$ cat config.mk
export PLATFORM = sky130hd
export DESIGN_NAME = usb_tx_encoder
export DESIGN_NICKNAME = d
export VERILOG_FILES = /design/src/rtl/usb_tx_encoder.sv
export SDC_FILE = /design/constraint.sdc
export NUM_CORES = 1
export LEC_CHECK = 0
export ABC_AREA = 1
export CORE_MARGIN = 10
export CORE_UTILIZATION = 33
export DETAILED_ROUTE_END_ITERATION = 12
export PLACE_DENSITY_LB_ADDON = 0.12
export SYNTH_ARGS = -nofsm -noshare
export SYNTH_HDL_FRONTEND = slang
export SYNTH_SLANG_ARGS = --single-unit
$ cat constraint.sdc
create_clock -name clk -period 4.4 [get_ports clk]
set_clock_uncertainty 0.2 [all_clocks]
set_input_delay 1.1 -clock clk [delete_from_list [all_inputs] [get_ports clk]]
set_output_delay 1.1 -clock clk [all_outputs]
set_load 0.02 [all_outputs]
$ cat src/rtl/usb_tx_encoder.sv
// Full-speed USB transmit encoder: SYNC, LSB-first serialisation, bit stuffing, NRZI and EOP.
// Optional abort sequence enabled with `define USB_TX_ABORT_EN (adds the tx_abort input).
module usb_tx_encoder #(
    parameter int CLKS_PER_BIT = 8
) (
    input  logic       clk,
    input  logic       n_rst,
    input  logic [7:0] tx_data,
    input  logic       tx_valid,
    input  logic       tx_last,
`ifdef USB_TX_ABORT_EN
    input  logic       tx_abort,
`endif
    output logic       tx_ready,
    output logic       d_plus,
    output logic       d_minus,
    output logic       tx_active,
    output logic       tx_done,
    output logic       tx_underrun
);

    localparam int TW = (CLKS_PER_BIT > 2) ? $clog2(CLKS_PER_BIT) : 1;
    localparam logic [TW-1:0] TMAX = TW'(CLKS_PER_BIT - 1);

    typedef enum logic [2:0] {
        ST_IDLE    = 3'd0,
        ST_SYNC    = 3'd1,
        ST_DATA    = 3'd2,
        ST_STUFF   = 3'd3,
        ST_EOP_SE0 = 3'd4,
        ST_EOP_J   = 3'd5
`ifdef USB_TX_ABORT_EN
        ,ST_ABORT  = 3'd6
`endif
    } state_t;

    state_t        state_q, state_d;
    logic [TW-1:0] timer_q, timer_d;
    logic [2:0]    bit_cnt_q, bit_cnt_d;
    logic [7:0]    shift_q, shift_d;
    logic [2:0]    ones_q, ones_d;
    logic [7:0]    buf_data_q, buf_data_d;
    logic          buf_last_q, buf_last_d;
    logic          buf_full_q, buf_full_d;
    logic          last_acc_q, last_acc_d;
    logic          cur_last_q, cur_last_d;
    logic          line_j_q, line_j_d;
    logic          dp_q, dp_d;
    logic          dm_q, dm_d;
    logic          active_q, active_d;
    logic          done_q, done_d;
    logic          underrun_q, underrun_d;
`ifdef USB_TX_ABORT_EN
    logic          abort_req_q, abort_req_d;
`endif

    logic          boundary_s;
    logic          accept_s;
    logic          tx_ready_s;
    logic          send_s;
    logic          send_val_s;
    logic          se0_s;
    logic          load_s;
    logic          nxt_line_s;
    logic [7:0]    ld_data_s;
    logic          ld_last_s;

    // NRZI: a 1 holds the line state, a 0 toggles between J and K
    function automatic logic nrzi_next(input logic line_j, input logic bit_val);
        return bit_val ? line_j : ~line_j;
    endfunction

    // Ready only while the holding buffer can take a byte of the current packet
    always_comb begin
        tx_ready_s = ~buf_full_q & ~last_acc_q &
                     (state_q != ST_EOP_SE0) & (state_q != ST_EOP_J);
`ifdef USB_TX_ABORT_EN
        tx_ready_s = tx_ready_s & (state_q != ST_ABORT);
`endif
    end

    assign boundary_s = (timer_q == TMAX);
    assign accept_s   = tx_valid & tx_ready_s;

    // Next-state, buffer and line-drive computation
    always_comb begin
        state_d    = state_q;
        bit_cnt_d  = bit_cnt_q;
        shift_d    = shift_q;
        ones_d     = ones_q;
        buf_data_d = buf_data_q;
        buf_last_d = buf_last_q;
        buf_full_d = buf_full_q;
        last_acc_d = last_acc_q;
        cur_last_d = cur_last_q;
        line_j_d   = line_j_q;
        dp_d       = dp_q;
        dm_d       = dm_q;
        active_d   = active_q;
        done_d     = 1'b0;
        underrun_d = 1'b0;
        send_s     = 1'b0;
        send_val_s = 1'b0;
        se0_s      = 1'b0;
        load_s     = 1'b0;
        nxt_line_s = line_j_q;
        ld_data_s  = buf_data_q;
        ld_last_s  = buf_last_q;

        if (boundary_s) begin
            timer_d = '0;
        end else begin
            timer_d = timer_q + TW'(1);
        end

        if (accept_s) begin
            buf_data_d = tx_data;
            buf_last_d = tx_last;
            buf_full_d = 1'b1;
            last_acc_d = last_acc_q | tx_last;
        end else begin
            buf_full_d = buf_full_q;
        end

        case (state_q)
            ST_IDLE: begin
                timer_d = '0;
                if (accept_s) begin
                    state_d    = ST_SYNC;
                    bit_cnt_d  = 3'd0;
                    active_d   = 1'b1;
                    send_s     = 1'b1;
                    send_val_s = 1'b0;
                end else begin
                    state_d = ST_IDLE;
                end
            end
            ST_SYNC: begin
                if (boundary_s && (bit_cnt_q != 3'd7)) begin
                    bit_cnt_d  = bit_cnt_q + 3'd1;
                    send_s     = 1'b1;
                    send_val_s = (bit_cnt_q == 3'd6);
                end else if (boundary_s) begin
                    load_s = 1'b1;
                end else begin
                    state_d = ST_SYNC;
                end
            end
            ST_DATA, ST_STUFF: begin
                if (!boundary_s) begin
                    state_d = state_q;
                end else if (ones_q == 3'd6) begin
                    state_d    = ST_STUFF;
                    send_s     = 1'b1;
                    send_val_s = 1'b0;
                end else if (bit_cnt_q != 3'd7) begin
                    state_d    = ST_DATA;
                    bit_cnt_d  = bit_cnt_q + 3'd1;
                    shift_d    = {1'b0, shift_q[7:1]};
                    send_s     = 1'b1;
                    send_val_s = shift_q[1];
                end else if (cur_last_q) begin
                    state_d   = ST_EOP_SE0;
                    bit_cnt_d = 3'd0;
                    se0_s     = 1'b1;
                end else begin
                    load_s = 1'b1;
                end
            end
            ST_EOP_SE0: begin
                if (boundary_s && (bit_cnt_q == 3'd1)) begin
                    state_d  = ST_EOP_J;
                    line_j_d = 1'b1;
                    dp_d     = 1'b1;
                    dm_d     = 1'b0;
                end else if (boundary_s) begin
                    bit_cnt_d = 3'd1;
                end else begin
                    state_d = ST_EOP_SE0;
                end
            end
            ST_EOP_J: begin
                if (boundary_s) begin
                    state_d    = ST_IDLE;
                    active_d   = 1'b0;
                    done_d     = 1'b1;
                    last_acc_d = 1'b0;
                end else begin
                    state_d = ST_EOP_J;
                end
            end
`ifdef USB_TX_ABORT_EN
            ST_ABORT: begin
                if (boundary_s && (bit_cnt_q == 3'd6)) begin
                    state_d   = ST_EOP_SE0;
                    bit_cnt_d = 3'd0;
                    se0_s     = 1'b1;
                end else if (boundary_s) begin
                    bit_cnt_d = bit_cnt_q + 3'd1;
                end else begin
                    state_d = ST_ABORT;
                end
            end
`endif
            default: begin
                state_d  = ST_IDLE;
                active_d = 1'b0;
                line_j_d = 1'b1;
                dp_d     = 1'b1;
                dm_d     = 1'b0;
            end
        endcase

        // Byte boundary: a byte arriving in this very cycle is taken straight from the port
        if (load_s && (buf_full_q || accept_s)) begin
            if (buf_full_q) begin
                ld_data_s  = buf_data_q;
                ld_last_s  = buf_last_q;
                buf_full_d = accept_s;
            end else begin
                ld_data_s  = tx_data;
                ld_last_s  = tx_last;
                buf_full_d = 1'b0;
            end
            state_d    = ST_DATA;
            shift_d    = ld_data_s;
            cur_last_d = ld_last_s;
            bit_cnt_d  = 3'd0;
            send_s     = 1'b1;
            send_val_s = ld_data_s[0];
        end else if (load_s) begin
            underrun_d = 1'b1;
            state_d    = ST_EOP_SE0;
            bit_cnt_d  = 3'd0;
            buf_full_d = 1'b0;
            se0_s      = 1'b1;
        end else begin
            cur_last_d = cur_last_d;
        end

        if (send_s) begin
            nxt_line_s = nrzi_next(line_j_q, send_val_s);
            line_j_d   = nxt_line_s;
            dp_d       = nxt_line_s;
            dm_d       = ~nxt_line_s;
            ones_d     = send_val_s ? (ones_q + 3'd1) : 3'd0;
        end else if (se0_s) begin
            dp_d = 1'b0;
            dm_d = 1'b0;
        end else begin
            ones_d = ones_d;
        end

`ifdef USB_TX_ABORT_EN
        abort_req_d = abort_req_q;
        if ((state_q == ST_SYNC) || (state_q == ST_DATA) || (state_q == ST_STUFF)) begin
            if (boundary_s && (abort_req_q || tx_abort)) begin
                // Hold the line (NRZI ones) with stuffing suppressed, then EOP
                state_d     = ST_ABORT;
                bit_cnt_d   = 3'd0;
                line_j_d    = line_j_q;
                dp_d        = line_j_q;
                dm_d        = ~line_j_q;
                ones_d      = 3'd0;
                buf_full_d  = 1'b0;
                underrun_d  = 1'b0;
                abort_req_d = 1'b0;
            end else if (tx_abort) begin
                abort_req_d = 1'b1;
            end else begin
                abort_req_d = abort_req_q;
            end
        end else begin
            abort_req_d = 1'b0;
        end
`endif
    end

    // State and output registers; reset returns the lines to idle J at once
    always_ff @(posedge clk or negedge n_rst) begin
        if (!n_rst) begin
            state_q     <= ST_IDLE;
            timer_q     <= '0;
            bit_cnt_q   <= 3'd0;
            shift_q     <= 8'h00;
            ones_q      <= 3'd0;
            buf_data_q  <= 8'h00;
            buf_last_q  <= 1'b0;
            buf_full_q  <= 1'b0;
            last_acc_q  <= 1'b0;
            cur_last_q  <= 1'b0;
            line_j_q    <= 1'b1;
            dp_q        <= 1'b1;
            dm_q        <= 1'b0;
            active_q    <= 1'b0;
            done_q      <= 1'b0;
            underrun_q  <= 1'b0;
`ifdef USB_TX_ABORT_EN
            abort_req_q <= 1'b0;
`endif
        end else begin
            state_q     <= state_d;
            timer_q     <= timer_d;
            bit_cnt_q   <= bit_cnt_d;
            shift_q     <= shift_d;
            ones_q      <= ones_d;
            buf_data_q  <= buf_data_d;
            buf_last_q  <= buf_last_d;
            buf_full_q  <= buf_full_d;
            last_acc_q  <= last_acc_d;
            cur_last_q  <= cur_last_d;
            line_j_q    <= line_j_d;
            dp_q        <= dp_d;
            dm_q        <= dm_d;
            active_q    <= active_d;
            done_q      <= done_d;
            underrun_q  <= underrun_d;
`ifdef USB_TX_ABORT_EN
            abort_req_q <= abort_req_d;
`endif
        end
    end

    assign tx_ready    = tx_ready_s;
    assign d_plus      = dp_q;
    assign d_minus     = dm_q;
    assign tx_active   = active_q;
    assign tx_done     = done_q;
    assign tx_underrun = underrun_q;

endmodule
* Yosys cells after proc, flatten, opt, wreduce, memory -nomap -nowiden
Cells that the tools add are included.
** Word-level totals
- Word-level logic and storage cells :: 161
- Input port bits :: 12
- Bits in registers :: 38
- Output and inout port bits :: 6
** Cells by class
- Reduce and logical (&&, ||, !) cells :: 19
- Equality and inequality tests :: 30
- Bitwise operators :: 10
- Muxes and demuxes :: 83
- Add/sub/neg operators :: 3
** Operators by type and width (count)
- 2-to-1 mux 3 bit :: 24
- 2-to-1 mux 8 bit :: 6
- 2-to-1 mux 1 bit :: 45
- != test 4 bit, second input constant :: 9
- equality test 3 bit, second input constant :: 5
- case mux 3 bit (5 select lines) :: 1
- != test 3 bit, second input constant :: 4
- case mux 3 bit (4 select lines) :: 1
- != test 5 bit, second input constant :: 2
- adder 3 x 1 -> 3 bit, second input constant :: 3
- case mux 1 bit (2 select lines) :: 4
- AND reduction 8 bit :: 1
- equality test 3 x 1 -> 1 bit, second input constant :: 2
- equality test 3 x 2 -> 1 bit, second input constant :: 2
- != test 6 bit, second input constant :: 1
- case mux 1 bit (3 select lines) :: 2
- nonzero test 2 bit :: 3
- nonzero test 6 bit :: 1
- inverter 1 bit :: 5
- AND reduction 5 bit :: 1
- OR reduction 5 bit :: 1
- bitwise AND 1 bit :: 4
- != test 2 x 1 -> 1 bit, second input constant :: 2
- != test 2 bit, second input constant :: 2
- other kinds (11) :: 14

* Logic depth before layout (Yosys ltp)
Gate-level depths: netlist of the first run.
- Depth in word-level cells :: 11
- Gate-level depth with buffers :: 13
- Gate-level depth less buffers :: 13

* Worst setup path before layout of the first run
No wires, ideal clock.
- Kind :: input port to flip-flop
- Start point :: input port tx_valid
- End point :: register bit_cnt_q[2]
- Data required time :: 4.079 ns
- Path slack :: 2.300 ns
- Library setup time :: 0.121 ns
- Stages on the path :: 8
- Arrival :: 1.779 ns
- Buffers on the path :: 1
- Path through :: nand3_2 > buf_6 > nand2_1 > nand3_1 > nand2_1 > nand3_2 > nand2_1 > o21ai_1
** Between the ends
- Cells in the longest elaborated chain, start to end :: 5
- Elaborated cells between the ends (all ways) :: 13
- Those cells by class :: 7 x eq/ne; 1 x mux; 1 x bitwise; 4 x reduce/logical
** RTL lines
- start, declared :: line 9 : input logic tx_valid,
- bitwise AND 1 bit (*) :: line 83 : assign accept_s = tx_valid & tx_ready_s;
- logical OR 1 bit :: line 215 : if (load_s && (buf_full_q || accept_s)) begin
- logical AND 1 bit :: line 215
- != test 5 bit (no line) (tied with other cells)
- AND reduction 8 bit (no line)
- end signal, assigned :: line 304 : bit_cnt_q <= bit_cnt_d;
- end, declared :: line 39 : logic [2:0] bit_cnt_q, bit_cnt_d;
Every way passes the cells marked *; elsewhere a longest branch is shown, timed or not.
A chain may end at the register's enable or synchronous reset.

* Worst setup path after layout of the first run
- Start point :: register buf_full_q
- End point :: output port tx_ready
** Between the ends
- Cells in the longest elaborated chain, start to end :: 4
** RTL lines
- start, declared :: line 44 : logic buf_full_q, buf_full_d;
- start signal, assigned :: line 309 : buf_full_q <= buf_full_d;
- inverter 1 bit :: line 75 : tx_ready_s = ~buf_full_q & ~last_acc_q &
- bitwise AND 1 bit (2 in series) :: line 75
- bitwise AND 1 bit :: line 76 : (state_q != ST_EOP_SE0) & (state_q != ST_EOP_J);
- end, declared :: line 14 : output logic tx_ready,
No other way between the ends.

==> results.sh, run 1 <==
export IMPL_outcome="finished, final reports clean"
export IMPL_clk_latency_ps=290
export IMPL_nets=312
export IMPL_worst_ep_required_time_ps=3100
export IMPL_syn_num_nets=294
export IMPL_rr_endpoint="state_q[1]$_DFFE_PN0P_"
export IMPL_cts_resized=0
export IMPL_worstPathMaxFanout=20
export IMPL_antenna_found_initial=0
export IMPL_drt_wirelength_per_cell_um=12.3
export IMPL_dp_slack_ps=1290
export IMPL_critPathSlowestCell="dfrtp_1"
export IMPL_crit_path_end_kind="primary output"
export IMPL_leakage_nw=1.21
export IMPL_numCtsBuffers=5
export IMPL_synthCells=274
export IMPL_finalHoldViolCount=0
export IMPL_period_share_pct=71.9
export IMPL_yosysUniqueCellTypes=29
export IMPL_worst_pin_slew_ps=834
export IMPL_die_height_um=100
export IMPL_met2_length_mm=2.14
export IMPL_top_layer="met4"
export IMPL_synth_area_top_cells="dfrtp_1, nand2_1, inv_1"
export IMPL_die_w_um=100
export IMPL_gp_congestion=0.890
export IMPL_critPathKind="register to primary output"
export IMPL_hold_path_class="register to register"
export IMPL_wl_met3_um=168
export IMPL_ys_seq_area_share_pct=43.9
export IMPL_cts_tree="done"
export IMPL_cts_setup_buffers=0
export IMPL_setup_violations=0
export IMPL_synth_top_cell_area_share_pct=41.4
export IMPL_hold_path_endpoint="timer_q[0]$_DFF_PN0_"
export IMPL_drt_initial_drc_count=72
export IMPL_synth_seq_cells=37
export IMPL_p_per_area_nw_per_um2=271
export IMPL_ant_nets=0
export IMPL_crit_path_max_incr_delay_ps=590
export IMPL_numPortBuffers=17
export IMPL_final_cell_mix="nand2_1, dfrtp_1, inv_1"
export IMPL_vias=1719
export IMPL_h_tree_depth=2
export IMPL_layout_commonest_cell="nand2_1"
export IMPL_routed_via_density=4.65
export IMPL_drv_slew=0
export IMPL_critPathBufInv=2
export IMPL_grt_pass1_wl_mm=7.96
export IMPL_rows=29
export IMPL_fmax_mhz=316
export IMPL_cp_depth=4
export IMPL_hp_start="timer_q[0]$_DFF_PN0_"
export IMPL_grt_overflow=0
export IMPL_drc_errors=0
export IMPL_drt_pass1_iter_count=4
export IMPL_tns_ps=0
export IMPL_n_antenna_cell=0
export IMPL_avgSynthCellArea_um2=7.72
export IMPL_start_kind="register"
export IMPL_rr_worst_depth=7
export IMPL_ir_worst_vdd_v=0.000110
export IMPL_cp_data_arrival_time_ps=1860
export IMPL_cts_max_path_buffers=2
export IMPL_ctsHoldBuffers=0
export IMPL_met1_length_mm=2.23
export IMPL_r2r_start="buf_full_q$_DFFE_PN0P_"
export IMPL_syn_to_final_growth_pct=15.7
export IMPL_maxSlewHeadroom_pct=44.4
export IMPL_cts_sinks=37
export IMPL_place_hpwl_mm=3.40
export IMPL_core_um2=6280
export IMPL_crit_chain="nor2_1 -> nand2_1 -> inv_1 -> clkdlybuf4s50_1"
export IMPL_dieArea_um2=10000
export IMPL_period_needed_ps=3160
export IMPL_gr_usage_all_layers_pct=9.76
export IMPL_cts_root_buf="clkbuf_8"
export IMPL_grt_pass1_vias=1691
export IMPL_grt_max_degree=38
export IMPL_cp_top_family="buffers and inverters"
export IMPL_holdPathStages=1
export IMPL_cap_viol_max_count=0
export IMPL_reg2reg_slack_ps=1990
export IMPL_wl_mm=4.57
export IMPL_synth_top_area_cell="dfrtp_1"
export IMPL_netlist_area_um2=2120
export IMPL_initial_core_util_pct=33.7
export IMPL_yosysWarnings=0
export IMPL_clk_pin_slew_ps=80
export IMPL_p_total_w=0.000665
export IMPL_drive_gt1_share_pct=11.6
export IMPL_setup_ws_ps=1240
export IMPL_io_pins=18
export IMPL_rsz0062_at_grt="no"
==> logic make-up after synthesis <==
kind of cell / share of synthesized area, %
simple gates: 32.1
buf+inv: 8.81
compound gates: 10.1
flops: 43.9
fa+ha+maj: 4.73
xor+xnor: 0.414
==> worst reg2reg max path: stages, from the launching register on <==
cell and delay (ps):
dfrtp_1 590, nor2_1 270, nand3_2 380, nand2_2 290
nand2_8 120, nand3_2 100, nand3_1 170, o21ai_1 210
==> cell type report <==
| class | count | area, µm² |
|---|---|---|
| clock buffer | 7 | 86.3 |
| clock inverter | 1 | 30.0 |
| fill | 654 | 3830 |
| inverter | 37 | 141 |
| multi-input combinational | 194 | 1000 |
| sequential | 37 | 928 |
| tap | 77 | 96.3 |
| timing repair buffer | 17 | 165 |
==> how the worst max path moves through the flow <==
stage                                 from                  endpoint  slack (ps)
global route        buf_full_q$_DFFE_PN0P_                  tx_ready        1110
CTS                 buf_full_q$_DFFE_PN0P_                  tx_ready        1200
finish              buf_full_q$_DFFE_PN0P_                  tx_ready        1240
floorplan                         tx_valid  bit_cnt_q[2]$_DFFE_PN0P_        2300
detailed placement                tx_valid    state_q[1]$_DFFE_PN0P_        1290
global placement                  tx_valid    state_q[1]$_DFFE_PN0P_        1300
==> synthesized netlist by cell type (all sizes together) <==
cell    count
a21oi       6
buf         3
clkbuf      3
dfrtp      35
dfstp       2
ha          8
inv        37
nand2      96
nand3      18
nand4       4
nor2       22
nor3        3
o211ai      3
o21ai      31
o22ai       1
or2         1
xnor2       1
==> registers in the layout, indices dropped and copies added (netlist names) <==
register,cells
state_q,3
buf_last_q,1
ones_q,3
shift_q,7
tx_underrun,1
tx_active,1
last_acc_q,1
buf_data_q,8
buf_full_q,1
line_j_q,1
cur_last_q,1
bit_cnt_q,3
timer_q,3
d_plus,1
tx_done,1
d_minus,1
==> per-layer routing <==
| layer | global-route usage [%] | vias to the layer above |
|---|---|---|
| met5 | 0 | - |
| met4 | 3.26 | 0 |
| met3 | 2.95 | 4 |
| met2 | 16.2 | 20 |
| met1 | 11.7 | 789 |
| li1 | - | 906 |
==> through the flow <==
step	utilization [%]	cells	hold slack (ps)	area (µm²)
after floorplan	-	274	215	2120
after global placement	37.2	362	236	2330
after detailed placement	37.2	362	230	2330
after CTS	39.0	370	247	2450
after global routing	39.0	370	280	2450
final	39.0	370	238	2450
==> report_power, final <==
part / leakage [nW] / total (W) / switching (W) / internal, W
combinational: 0.679 / 0.0000178 / 0.00000926 / 0.00000849
clock: 0.0585 / 0.000307 / 0.000122 / 0.000185
sequential: 0.474 / 0.000340 / 0 / 0.000340
total: 1.21 / 0.000665 / 0.000131 / 0.000533
Power figures use the tool's default switching activity.
==> run 2: changes to the inputs <==
- clock period: 4.4 -> 2.8 ns (I/O delays scaled with it)
==> results.sh, run 2 (synthesis results as in run 1) <==
export IMPL_crit_chain="nand2_1 -> nand2_1 -> inv_1 -> clkdlybuf4s50_1"
export IMPL_largest_reg_flops=8
export IMPL_cap_viol_max_count=0
export IMPL_dp_slack_ps=443
export IMPL_grt_overflow=0
export IMPL_period_needed_ps=2490
export IMPL_hold_slack_ps=60.0
export IMPL_p_total_w=0.000924
export IMPL_grt_max_degree=29
export IMPL_rr_worst_depth=10
export IMPL_critPathSlowestCell="clkdlybuf4s50_1"
export IMPL_syn_to_final_growth_pct=15.4
export IMPL_antenna_found_initial=0
export IMPL_gp_congestion=0.914
export IMPL_cts_setup_buffers=0
export IMPL_leakage_nw=1.21
export IMPL_setup_ws_ps=311
export IMPL_worstPathMaxFanout=7
export IMPL_finish_utilization_pct=38.9
export IMPL_clk_latency_ps=290
export IMPL_grt_util_met3_pct=2.61
export IMPL_rows=29
export IMPL_p_per_area_nw_per_um2=378
export IMPL_worst_ep_required_time_ps=1900
export IMPL_setup_violations=0
export IMPL_cts_max_path_buffers=2
export IMPL_outcome="finished, final reports clean"
export IMPL_wl_mm=4.63
export IMPL_gr_usage_all_layers_pct=9.79
export IMPL_drt_initial_drc_count=88
export IMPL_gr_usage_met1_pct=12.1
export IMPL_grt_pass1_wl_mm=7.99
export IMPL_die_height_um=100
export IMPL_use_met2_pct=15.7
export IMPL_cp_data_arrival_time_ps=1590
export IMPL_vias=1730
export IMPL_maxSlewHeadroom_pct=74.4
export IMPL_core_um2=6280
export IMPL_place_hpwl_mm=3.49
export IMPL_nets=316
export IMPL_layout_commonest_cell="nand2_1"
export IMPL_io_pins=18
export IMPL_ir_worst_vdd_v=0.000163
export IMPL_drt_wirelength_per_cell_um=12.4
export IMPL_cts_root_buf="clkbuf_8"
export IMPL_reg_largest_list="buf_data_q x8, shift_q x7"
export IMPL_drt_pass1_iter_count=4
export IMPL_clk_pin_slew_ps=70
export IMPL_numPortBuffers=17
export IMPL_drive_gt1_share_pct=12.1
export IMPL_ctsHoldBuffers=0
export IMPL_worst_pin_slew_ps=384
export IMPL_tns_ps=0
export IMPL_finalHoldViolCount=0
export IMPL_drv_slew=0
export IMPL_grt_busiest_layer="met2"
export IMPL_final_cell_mix="nand2_1, dfrtp_1, inv_1"
export IMPL_cpMostUsedCell="nand2_1"
export IMPL_h_tree_depth=2
export IMPL_cts_tree="done"
export IMPL_numCtsBuffers=5
export IMPL_rsz0062_at_grt="no"
export IMPL_initial_core_util_pct=33.7
export IMPL_cts_resized=0
export IMPL_grt_pass1_vias=1695
export IMPL_crit_path_end_kind="primary output"
export IMPL_fmax_mhz=402
export IMPL_die_w_um=100
export IMPL_hold_path_class="primary input to async pin"
export IMPL_drc_errors=0
export IMPL_crit_path_max_incr_delay_ps=590
export IMPL_period_share_pct=88.9
export IMPL_n_antenna_cell=0
export IMPL_largest_register="buf_data_q"
export IMPL_cts_sinks=37
export IMPL_dieArea_um2=10000
export IMPL_ant_nets=0
export IMPL_routed_via_density=4.63
export IMPL_start_kind="register"
export IMPL_critPathKind="register to primary output"
## run 2: area by class of cell
class | instances | area, µm²
multi-input cells | 194 | 1000
clock buffers | 8 | 80.1
well taps | 77 | 96.3
inverters | 37 | 141
fillers | 679 | 3830
flip-flops and latches | 37 | 928
repair buffers | 21 | 195
## run 2: worst paths after layout
kind | to | startpoint | slack, ps
max | tx_ready | state_q[2]$_DFFE_PN0P_ | 310
min | last_acc_q$_DFF_PN0_ | n_rst | 60
max reg2reg | state_q[1]$_DFFE_PN0P_ | bit_cnt_q[0]$_DFFE_PN0P_ | 570
min reg2reg | timer_q[0]$_DFF_PN0_ | timer_q[0]$_DFF_PN0_ | 250
max in group asynchronous | line_j_q$_DFFE_PN1P_ | n_rst | 1640
min in group clk | timer_q[0]$_DFF_PN0_ | timer_q[0]$_DFF_PN0_ | 250
## run 2: critical path: cells and delay by family, from the launching register on
kind	cells	cell delay (ps)
buffers and inverters	2	640
flip-flops	1	470
AND/OR/NAND/NOR	2	200
## run 2: report_power, final
group	internal [W]	switching, W
clock network	0.000177	0.000183
logic	0.0000143	0.0000153
registers	0.000534	0
total	0.000725	0.000199
## run 2: layer usage
layer | vias to the layer above | share of wire [%]
met5 | - | 0
met4 | 0 | 2.1
met3 | 8 | 3.5
met2 | 23 | 45
met1 | 792 | 49
li1 | 907 | -
## run 2: stage by stage
step,instances,area (µm²)
after detailed placement,366,2360
after CTS,374,2440
after floorplan,274,2120
after global placement,366,2360
after global routing,374,2440
final,374,2440
